## src/rtl/ray_pkg.sv

```systemverilog
// ray_pkg: shared state encoding, widths and ray payload for the dispatch scheduler
package ray_pkg;
    typedef enum logic [1:0] {IDLE, RUN, DRAIN, DONE} sched_state_t;
    localparam int DIR_W = 32;
    localparam int RAY_IDX_W = 32;
    typedef struct packed {
        logic [RAY_IDX_W-1:0] index;
        logic [DIR_W-1:0]     dir_x;
        logic [DIR_W-1:0]     dir_y;
        logic [DIR_W-1:0]     dir_z;
    } ray_t;
endpackage

```

## src/rtl/rr_arbiter.sv

```systemverilog
// rr_arbiter: combinational round-robin pick of the first request at or above rr_ptr_i, with wrap
module rr_arbiter #(
    parameter int NUM_UNITS = 4,
    parameter int PTR_W     = $clog2(NUM_UNITS)
) (
    input  logic [NUM_UNITS-1:0] req_i,
    input  logic [PTR_W-1:0]     rr_ptr_i,
    output logic [NUM_UNITS-1:0] grant_o,
    output logic                 grant_valid_o
);
    logic [NUM_UNITS-1:0] hi_mask, hi_req, pick;
    // Requests at or above the pointer win; otherwise wrap to the lowest request overall.
    always_comb begin
        hi_mask = ~((NUM_UNITS'(1) << rr_ptr_i) - NUM_UNITS'(1));
        hi_req  = req_i & hi_mask;
        pick    = |hi_req ? hi_req : req_i;
        grant_o = pick & (~pick + NUM_UNITS'(1));
    end
    assign grant_valid_o = |req_i;
endmodule

```

## src/rtl/ray_dispatch_scheduler.sv

```systemverilog
// ray_dispatch_scheduler: frame controller feeding generated rays to a pool of tracer units
module ray_dispatch_scheduler
    import ray_pkg::*;
#(
    parameter int NUM_UNITS = 4,
    parameter int IDX_W     = 32
) (
    input  logic                 clk,
    input  logic                 reset_n,
    input  logic                 start,
    input  logic [12:0]          image_width,
    input  logic [12:0]          image_height,
    output logic                 gen_enable,
    input  logic                 gen_valid,
    output logic                 gen_ready,
    input  logic [IDX_W-1:0]     gen_index,
    input  logic [DIR_W-1:0]     gen_dir_x,
    input  logic [DIR_W-1:0]     gen_dir_y,
    input  logic [DIR_W-1:0]     gen_dir_z,
    output logic [NUM_UNITS-1:0] unit_valid,
    output logic [IDX_W-1:0]     unit_index,
    output logic [DIR_W-1:0]     unit_dir_x,
    output logic [DIR_W-1:0]     unit_dir_y,
    output logic [DIR_W-1:0]     unit_dir_z,
    input  logic [NUM_UNITS-1:0] unit_idle,
    input  logic [NUM_UNITS-1:0] unit_done,
    output logic                 frame_busy,
    output logic                 frame_done,
    output logic                 err_spurious
);
    localparam int PTR_W = $clog2(NUM_UNITS);
    sched_state_t         state_q, state_d;
    logic [NUM_UNITS-1:0] busy_q, busy_d, uv_q, uv_d, avail, grant, fin;
    logic [PTR_W-1:0]     rr_ptr_q, rr_ptr_d, grant_idx;
    logic [IDX_W-1:0]     total_q, total_d, disp_q, disp_d, comp_q, comp_d, fin_cnt;
    logic                 err_q, err_d, grant_valid, start_acc, fire;
    ray_t                 ray_q, ray_d, ray_in;

    // avail uses the pre-completion busy mask, so a unit finishing now is grantable next cycle
    assign avail     = unit_idle & ~busy_q;
    assign fin       = unit_done & busy_q;
    assign start_acc = start && state_q == IDLE;
    assign gen_ready = state_q == RUN && disp_q < total_q && grant_valid;
    assign fire      = gen_valid && gen_ready;
    assign ray_in    = '{index: RAY_IDX_W'(gen_index), dir_x: gen_dir_x, dir_y: gen_dir_y, dir_z: gen_dir_z};

    rr_arbiter #(.NUM_UNITS(NUM_UNITS), .PTR_W(PTR_W)) u_arb (
        .req_i        (avail),
        .rr_ptr_i     (rr_ptr_q),
        .grant_o      (grant),
        .grant_valid_o(grant_valid)
    );

    always_comb begin
        grant_idx = '0;
        fin_cnt   = '0;
        for (int i = 0; i < NUM_UNITS; i++) begin
            if (grant[i]) grant_idx = PTR_W'(i);
            if (fin[i]) fin_cnt = fin_cnt + 1'b1;
        end
    end

    always_comb begin
        total_d  = start_acc ? IDX_W'(image_width) * IDX_W'(image_height) : total_q;
        disp_d   = start_acc ? '0 : disp_q + IDX_W'(fire);
        comp_d   = start_acc ? '0 : comp_q + fin_cnt;
        busy_d   = (busy_q & ~unit_done) | (fire ? grant : '0);
        rr_ptr_d = !fire ? rr_ptr_q : grant_idx == PTR_W'(NUM_UNITS - 1) ? '0 : grant_idx + 1'b1;
        err_d    = (err_q & ~start_acc) | |(unit_done & ~busy_q);
        uv_d     = fire ? grant : '0;
        ray_d    = fire ? ray_in : ray_q;
        state_d  = state_q == IDLE  ? (start ? (total_d == '0 ? DONE : RUN) : IDLE) :
                   state_q == RUN   ? (disp_q == total_q ? DRAIN : RUN) :
                   state_q == DRAIN ? (comp_q == total_q ? DONE : DRAIN) : IDLE;
    end

    always_ff @(posedge clk or negedge reset_n) begin
        if (!reset_n) begin
            state_q  <= IDLE;
            busy_q   <= '0;
            uv_q     <= '0;
            rr_ptr_q <= '0;
            total_q  <= '0;
            disp_q   <= '0;
            comp_q   <= '0;
            err_q    <= 1'b0;
            ray_q    <= '0;
        end else begin
            state_q  <= state_d;
            busy_q   <= busy_d;
            uv_q     <= uv_d;
            rr_ptr_q <= rr_ptr_d;
            total_q  <= total_d;
            disp_q   <= disp_d;
            comp_q   <= comp_d;
            err_q    <= err_d;
            ray_q    <= ray_d;
        end
    end

    assign gen_enable   = state_q == RUN;
    assign frame_busy   = state_q != IDLE;
    assign frame_done   = state_q == DONE;
    assign err_spurious = err_q;
    assign unit_valid   = uv_q;
    assign unit_index   = IDX_W'(ray_q.index);
    assign unit_dir_x   = ray_q.dir_x;
    assign unit_dir_y   = ray_q.dir_y;
    assign unit_dir_z   = ray_q.dir_z;
endmodule

```

## config.mk

```make
export PLATFORM = sky130hd
export DESIGN_NAME = ray_dispatch_scheduler
export DESIGN_NICKNAME = d
export VERILOG_FILES = /design/src/rtl/ray_pkg.sv /design/src/rtl/rr_arbiter.sv /design/src/rtl/ray_dispatch_scheduler.sv
export SDC_FILE = /design/constraint.sdc
export NUM_CORES = 1
export LEC_CHECK = 0
export CAP_MARGIN = 20
export CELL_PAD_IN_SITES_DETAIL_PLACEMENT = 2
export CELL_PAD_IN_SITES_GLOBAL_PLACEMENT = 2
export CORE_MARGIN = 2
export CORE_UTILIZATION = 34
export CTS_CLUSTER_SIZE = 16
export DETAILED_ROUTE_END_ITERATION = 7
export PLACE_DENSITY = 0.83
export SLEW_MARGIN = 5
export SYNTH_ARGS = -nofsm -noshare
export SYNTH_HDL_FRONTEND = slang
export SYNTH_SLANG_ARGS = --single-unit
```

## constraint.sdc

```tcl
create_clock -name clk -period 5.24 [get_ports clk]
set_clock_uncertainty 0.15 [all_clocks]
set_input_delay 1.572 -clock clk [delete_from_list [all_inputs] [get_ports clk]]
set_output_delay 1.572 -clock clk [all_outputs]
set_load 0.01 [all_outputs]
```

==> results.md <==
- Outcome: finished, violations left
- Failing checks: negative setup slack
- Core area: between 0.04 and 0.05 sq mm
- Root Buffer: clkbuf_16
- Syn Inst Count: approximately 1600
- Peak VDD IR: 0.515 mV
- Clock Tree Buf Depth: 3
- Reg-to-reg slack, setup: -810 ps
- CTS sink count: 237
- Horiz. Die Dim: 225 microns
- Syn_nets: 2012
- CTS tree: yes
- Placer Congestion: 0.822
- Synth unique cells: 62
- PnR worst setup slack: -2620 ps
- Vias per cell: 5.88
- WP data required: roughly 5700 ps
- Critical path arrival: 8280 ps
- Hold EP: unit_dir_z[15]
- Slew Limit Headroom: 28.3%
- Largest family of logic cells by synthesized area: adder cells
- First-pass GRT wire length: 131000 microns
- Initial antenna violation count: 19
- Die Y: roughly 220 microns
- Register bit total from synthesis: 237
- DR vias: 16200
- Cells on worst reg2reg path: 21
- Reg-to-Reg Start: total_q[17]
- Final nets: 2505
- # rows: 80
- Minimum clock period after layout: 7860 ps
- Critical Path Start Type: input port
- Area Growth Syn to Fin: 44.5%
- Setup CP Type: input port to flip-flop
- F_max: 127 MHz
- DR WL/cell: 37.2 microns
- CTS buffer count: 28
- Hold-fix buffers, CTS: 0
- Fin crit share: 150%
- DR pass1 iterations: 5
- Die area: 0.0504 sq mm
- Pins over their slew limit: 0
- Lkg Pwr: 11.1 nW
- Placed inst area: 0.0215 sq mm
- Hold path depth: 1
- Fin area: between 0.02 and 0.025 sq mm
- Overall routing resource usage: 35.8%
- PwrDens: 704 mW/mm^2
- Post-synthesis mux area share: under 10%
- Compound-Gate Fraction of Synth Area: under 10%
- Worst-Skew Late Latency: 640 ps
- XOR/XNOR Fraction of Synth Area: around 5.8%
- Hold Fails Final Rpt: 0
- Io pins: just over 300
- Final core occ: 50.0%
- Reg-to-reg endpoint: disp_q[30]
- Seq/Total Area, Yosys: 35.8%
- H-tree depth: 1
- # port buffers: 302
- Max_cap viols: 0
- Drt drc: 0
- Warnings, synthesis: 0
- DP HPWL: about 53000 microns
- ANT nets after route: 0
- RSZ-0062 raised after global routing: yes
- First-iteration detailed-routing DRC count: 1178
- Share of layout cells above drive strength 1: 29.3%
- Final setup viols: 39
- Synth Area in Simple Gates: between 10% and 20%
- Initial Util: 34.6%
- Worst-path clk slew: about 90 ps
- Hold_sp: unit_dir_z[15]
- Total Wirelength: a little over 100000 microns
- Vias in the first global route: 18500
- Largest net degree at the start of global routing: 121
- Avg Cell Area, Syn: 10.3 sq um
- Ys flop type: dfrtp_1
- Share of flip-flops with an asynchronous set or reset: 100%
- GRT overflow: 0
- Post-Syn Area: 0.0165 sq mm
- Worst Setup End Kind: flip-flop
- Worst hold path class: flip-flop to flip-flop
- Synth Area in Adders: about 23%
- Tightest Pin Transition: 1080 ps
- CP Max Fanout: 7
- Post-synth EDFFs: 0
-- stage by stage --
| step | cells | setup WS [ps] | total power, mW | setup TNS, ps | hold WS, ps |
|---|---|---|---|---|---|
| 4_1_cts | 2730 | -2300 | 14.4 | -18660 | 363 |
| 5_1_grt | 2750 | -2640 | 17.1 | -37530 | 382 |
| 3_3_place_gp | 2632 | -2980 | 9.10 | -61470 | 338 |
| 6_report | 2753 | -2620 | 16.8 | -28710 | 361 |
| 3_5_place_dp | 2632 | -3340 | 9.82 | -105390 | 348 |
| 2_1_floorplan | 1612 | -2320 | 6.37 | -17250 | 343 |
-- power breakdown --
group	leakage, nW	switching, mW	internal (mW)
clock network	0.426	0.974	1.08
logic	7.73	6.56	5.46
registers	2.94	0.526	2.22
total	11.1	8.06	8.76
-- flip-flops by register name (all words and copies together), names as in the netlist, 4 cells and up --
name / cells
comp_q: 32
unit_dir_x: 32
unit_index: 32
total_q: 32
unit_valid: 4
unit_dir_y: 32
disp_q: 32
busy_q: 4
unit_dir_z: 32
-- cells in the final DEF, fill, tap and decap left out, types with 11 or more instances in the layout --
master / synthesis / routed
buf_6: 2 / 56
diode_2: 0 / 18
a21o_1: 19 / 15
inv_1: 227 / 189
fa_2: 0 / 14
nor2_1: 97 / 86
xnor2_1: 61 / 54
ha_1: 112 / 91
nand3_1: 26 / 25
clkdlybuf4s50_1: 0 / 271
xor2_1: 48 / 44
nand2_1: 158 / 150
and2_1: 87 / 65
buf_4: 0 / 167
ha_4: 0 / 20
o21ai_2: 0 / 11
clkbuf_16: 0 / 28
a21oi_1: 35 / 25
fa_1: 122 / 108
and3_1: 19 / 16
dfrtp_1: 237 / 237
o21ai_0: 36 / 19
and2_4: 0 / 22
inv_2: 0 / 36
mux2_2: 130 / 130
nand4_1: 29 / 29
-- worst max-delay path, stage by stage --
cell and delay [ps]:
clkdlybuf4s15_2 280, and2_1 210, fa_1 490, fa_1 550, fa_1 580, fa_1 660
inv_1 130, fa_1 570, inv_1 90, ha_4 320, buf_4 190, nand2_2 110
o221ai_2 260, buf_4 190, o21ai_0 150, a31o_2 300, or4_4 560, or4b_4 530
or4_4 430, o21ai_2 130
-- how the worst max path moves through the flow --
stage	start	to	slack [ps]	depth (start not counted)
CTS	image_width[6]	state_q[1]	-2300	24
finish	image_height[10]	state_q[1]	-2620	20
detailed placement	image_width[4]	state_q[1]	-3340	21
global route	image_height[6]	state_q[1]	-2640	22
global placement	image_height[3]	state_q[1]	-2980	21
floorplan	image_height[9]	state_q[1]	-2320	22
-- Yosys cell counts, drive strengths merged (3+ instances only) --
master	number	area share, %
a211o	4	0.22
o21ai	37	1.1
nand2b	6	0.23
clkbuf	58	1.5
or3	4	0.15
or4	5	0.23
dfrtp	237	36
a22o	4	0.21
a21o	20	0.91
nand2	159	3.6
nand4	29	1.1
mux2	130	8.8
xnor2	61	3.2
nor2b	14	0.53
a21oi	35	1.1
nor4	4	0.15
nand3	26	0.79
nor2	97	2.2
o21a	5	0.23
a31oi	4	0.15
o211ai	3	0.17
inv	227	5.1
nor3	15	0.45
and2	87	3.3
xor2	48	2.5
fa	122	15
o22ai	4	0.15
and3	19	0.72
ha	112	8.5
-- layout make-up --
type | count | area (sq um)
Multi-Input combinational cell | 1088 | 10600
Tap cell | 615 | 769
Timing Repair Buffer | 523 | 4900
Antenna cell | 18 | 45.0
Clock buffer | 38 | 778
Inverter | 227 | 857
Fill cell | 4789 | 23900
Sequential cell | 237 | 5930
Clock inverter | 7 | 85.1
-- routing by layer --
metal  up-vias  routed length, microns  global-route usage (%)
met4         6                   11400                    26.7
met1      8285                   32300                    35.0
met3       618                    6860                    5.55
li1       6195                       -                       -
met2      1080                   51700                    67.8
met5         -                      31                       0
-- cell families after synthesis --
group,after synthesis
and+or+nand+nor,477
buffers and inverters,287
DFF,237
adders and majority gates,234
AOI/OAI and AO/OA,135
muxes,132
xor gates and xnor gates,109
other,1
-- repair_timing --
| item | in CTS | in global routing |
|---|---|---|
| resized for setup | 298 | 113 |
| gates cloned | 3 | 0 |
| setup endpoints to repair | 141 | 37 |
| buffers inserted | 55 | 24 |
| pin swaps | 112 | 77 |
No activity file was read; power rests on OpenSTA's default activity.
==> variant: new RTL, config.mk and constraints unchanged <==
`IDX_W`: 32 -> 64.
--- a/src/rtl/ray_dispatch_scheduler.sv
+++ b/src/rtl/ray_dispatch_scheduler.sv
@@ -4,5 +4,5 @@
 #(
     parameter int NUM_UNITS = 4,
-    parameter int IDX_W     = 32
+    parameter int IDX_W     = 64
 ) (
     input  logic                 clk,
Ports: changed (resized gen_index and unit_index); port bits go from 303 to 367. No check against the original RTL was run, so the function may have changed too.
==> variant against the unedited design <==
The flow still finishes with violations (negative setup slack). Register-to-register slack improved by 450 ps. Sequential cell count increased by 96. Die area increased by 32%. Synthesized area increased by 33%. Setup slack improved by 260 ps. Hold slack got worse by 1.4 ps. Power increased by 11%. Critical path depth increased by 3. Synthesized cell count increased by 38%. Count of clock-buffer cells in the layout increased by 21. Wire length increased by 27%. Cell area increased by 29%. First-iteration DRC count increased by 46%. Critical path type unchanged. Largest power group unchanged. Highest routed layer unchanged.
==> variant: results (changes against the unedited design) <==
CTS buffer count: 40 (+43%)
Post-Synth XOR/XNOR Area: 0.0621 (+0.00440)
Sw Share: 0.465 (-0.0145)
Crit Path Max Fanout: 6 (-1)
Synth Area in Compound Gates: 0.0697 (+0.0169)
Post-DP HPWL: 67,900 microns (+29%)
Failing checks: negative setup slack
Inverters: 285 (+26%)
Sequential area share after synthesis: 0.379 (+0.0203)
Synth unique cells: 63 (+1.6%)
Final setup viols: 47 (+21%)
Routed WL: 130,000 microns (+27%)
Ant. Diodes: 10 (-8)
Clk tree area frac: 0.0459 (+0.00978)
Total sequential power: 3.59 mW (+31%)
Critical path data arrival time: 7950 ps (-330 ps)
H-tree Lvls: 2 (+1)
Signal buf overhead: 0.175 (-0.0302)
Final Hold Slack: 360 ps (-1.39 ps)
Status: complete, but fails checks
Worst R2R Path Depth: 18 (-14%)
Hold Crit Endpoint: unit_dir_z[31]
Sink Count: 333 (+41%)
RePlAce Congestion: 0.895 (+8.9%)
Comb_multi_in: 1,538 (+41%)
DRT iter0 DRCs: 1,715 (+46%)
Post-CTS setup buffers: 54 (-1.8%)
Non-CTS buffers: 574 (+9.8%)
Area share of fa/ha/maj cells after synthesis: 0.193 (-0.0394)
Worst Setup Slack, final: -2360 ps (+260 ps)
==> variant: cell count changes after synthesis, sizes merged, moves of 32 or more <==
cell | unedited run | this run
dfrtp | 237 | 333
inv | 227 | 285
buf | 2 | 37
ha | 112 | 144
a21oi | 35 | 72
nor2 | 97 | 186
==> variant: per-stage QoR <==
stage | total power, mW | setup slack (ps) | setup TNS (ps)
after CTS | 16.0 | -1920 | -20320
after global placement | 10.5 | -2490 | -94800
final | 18.6 | -2360 | -27980
after floorplan | 7.59 | -1680 | -14600
after global routing | 19.0 | -2450 | -30750
after detailed placement | 11.4 | -2900 | -138030
==> variant: layer usage <==
| metal | global-route usage | share of wire | up-vias |
|---|---|---|---|
| met3 | 0.0648 | 0.064 | 733 |
| met2 | 0.615 | 0.50 | 1279 |
| met1 | 0.345 | 0.33 | 11100 |
| met5 | 0 | 0.00054 | - |
| li1 | - | - | 8350 |
| met4 | 0.212 | 0.10 | 10 |
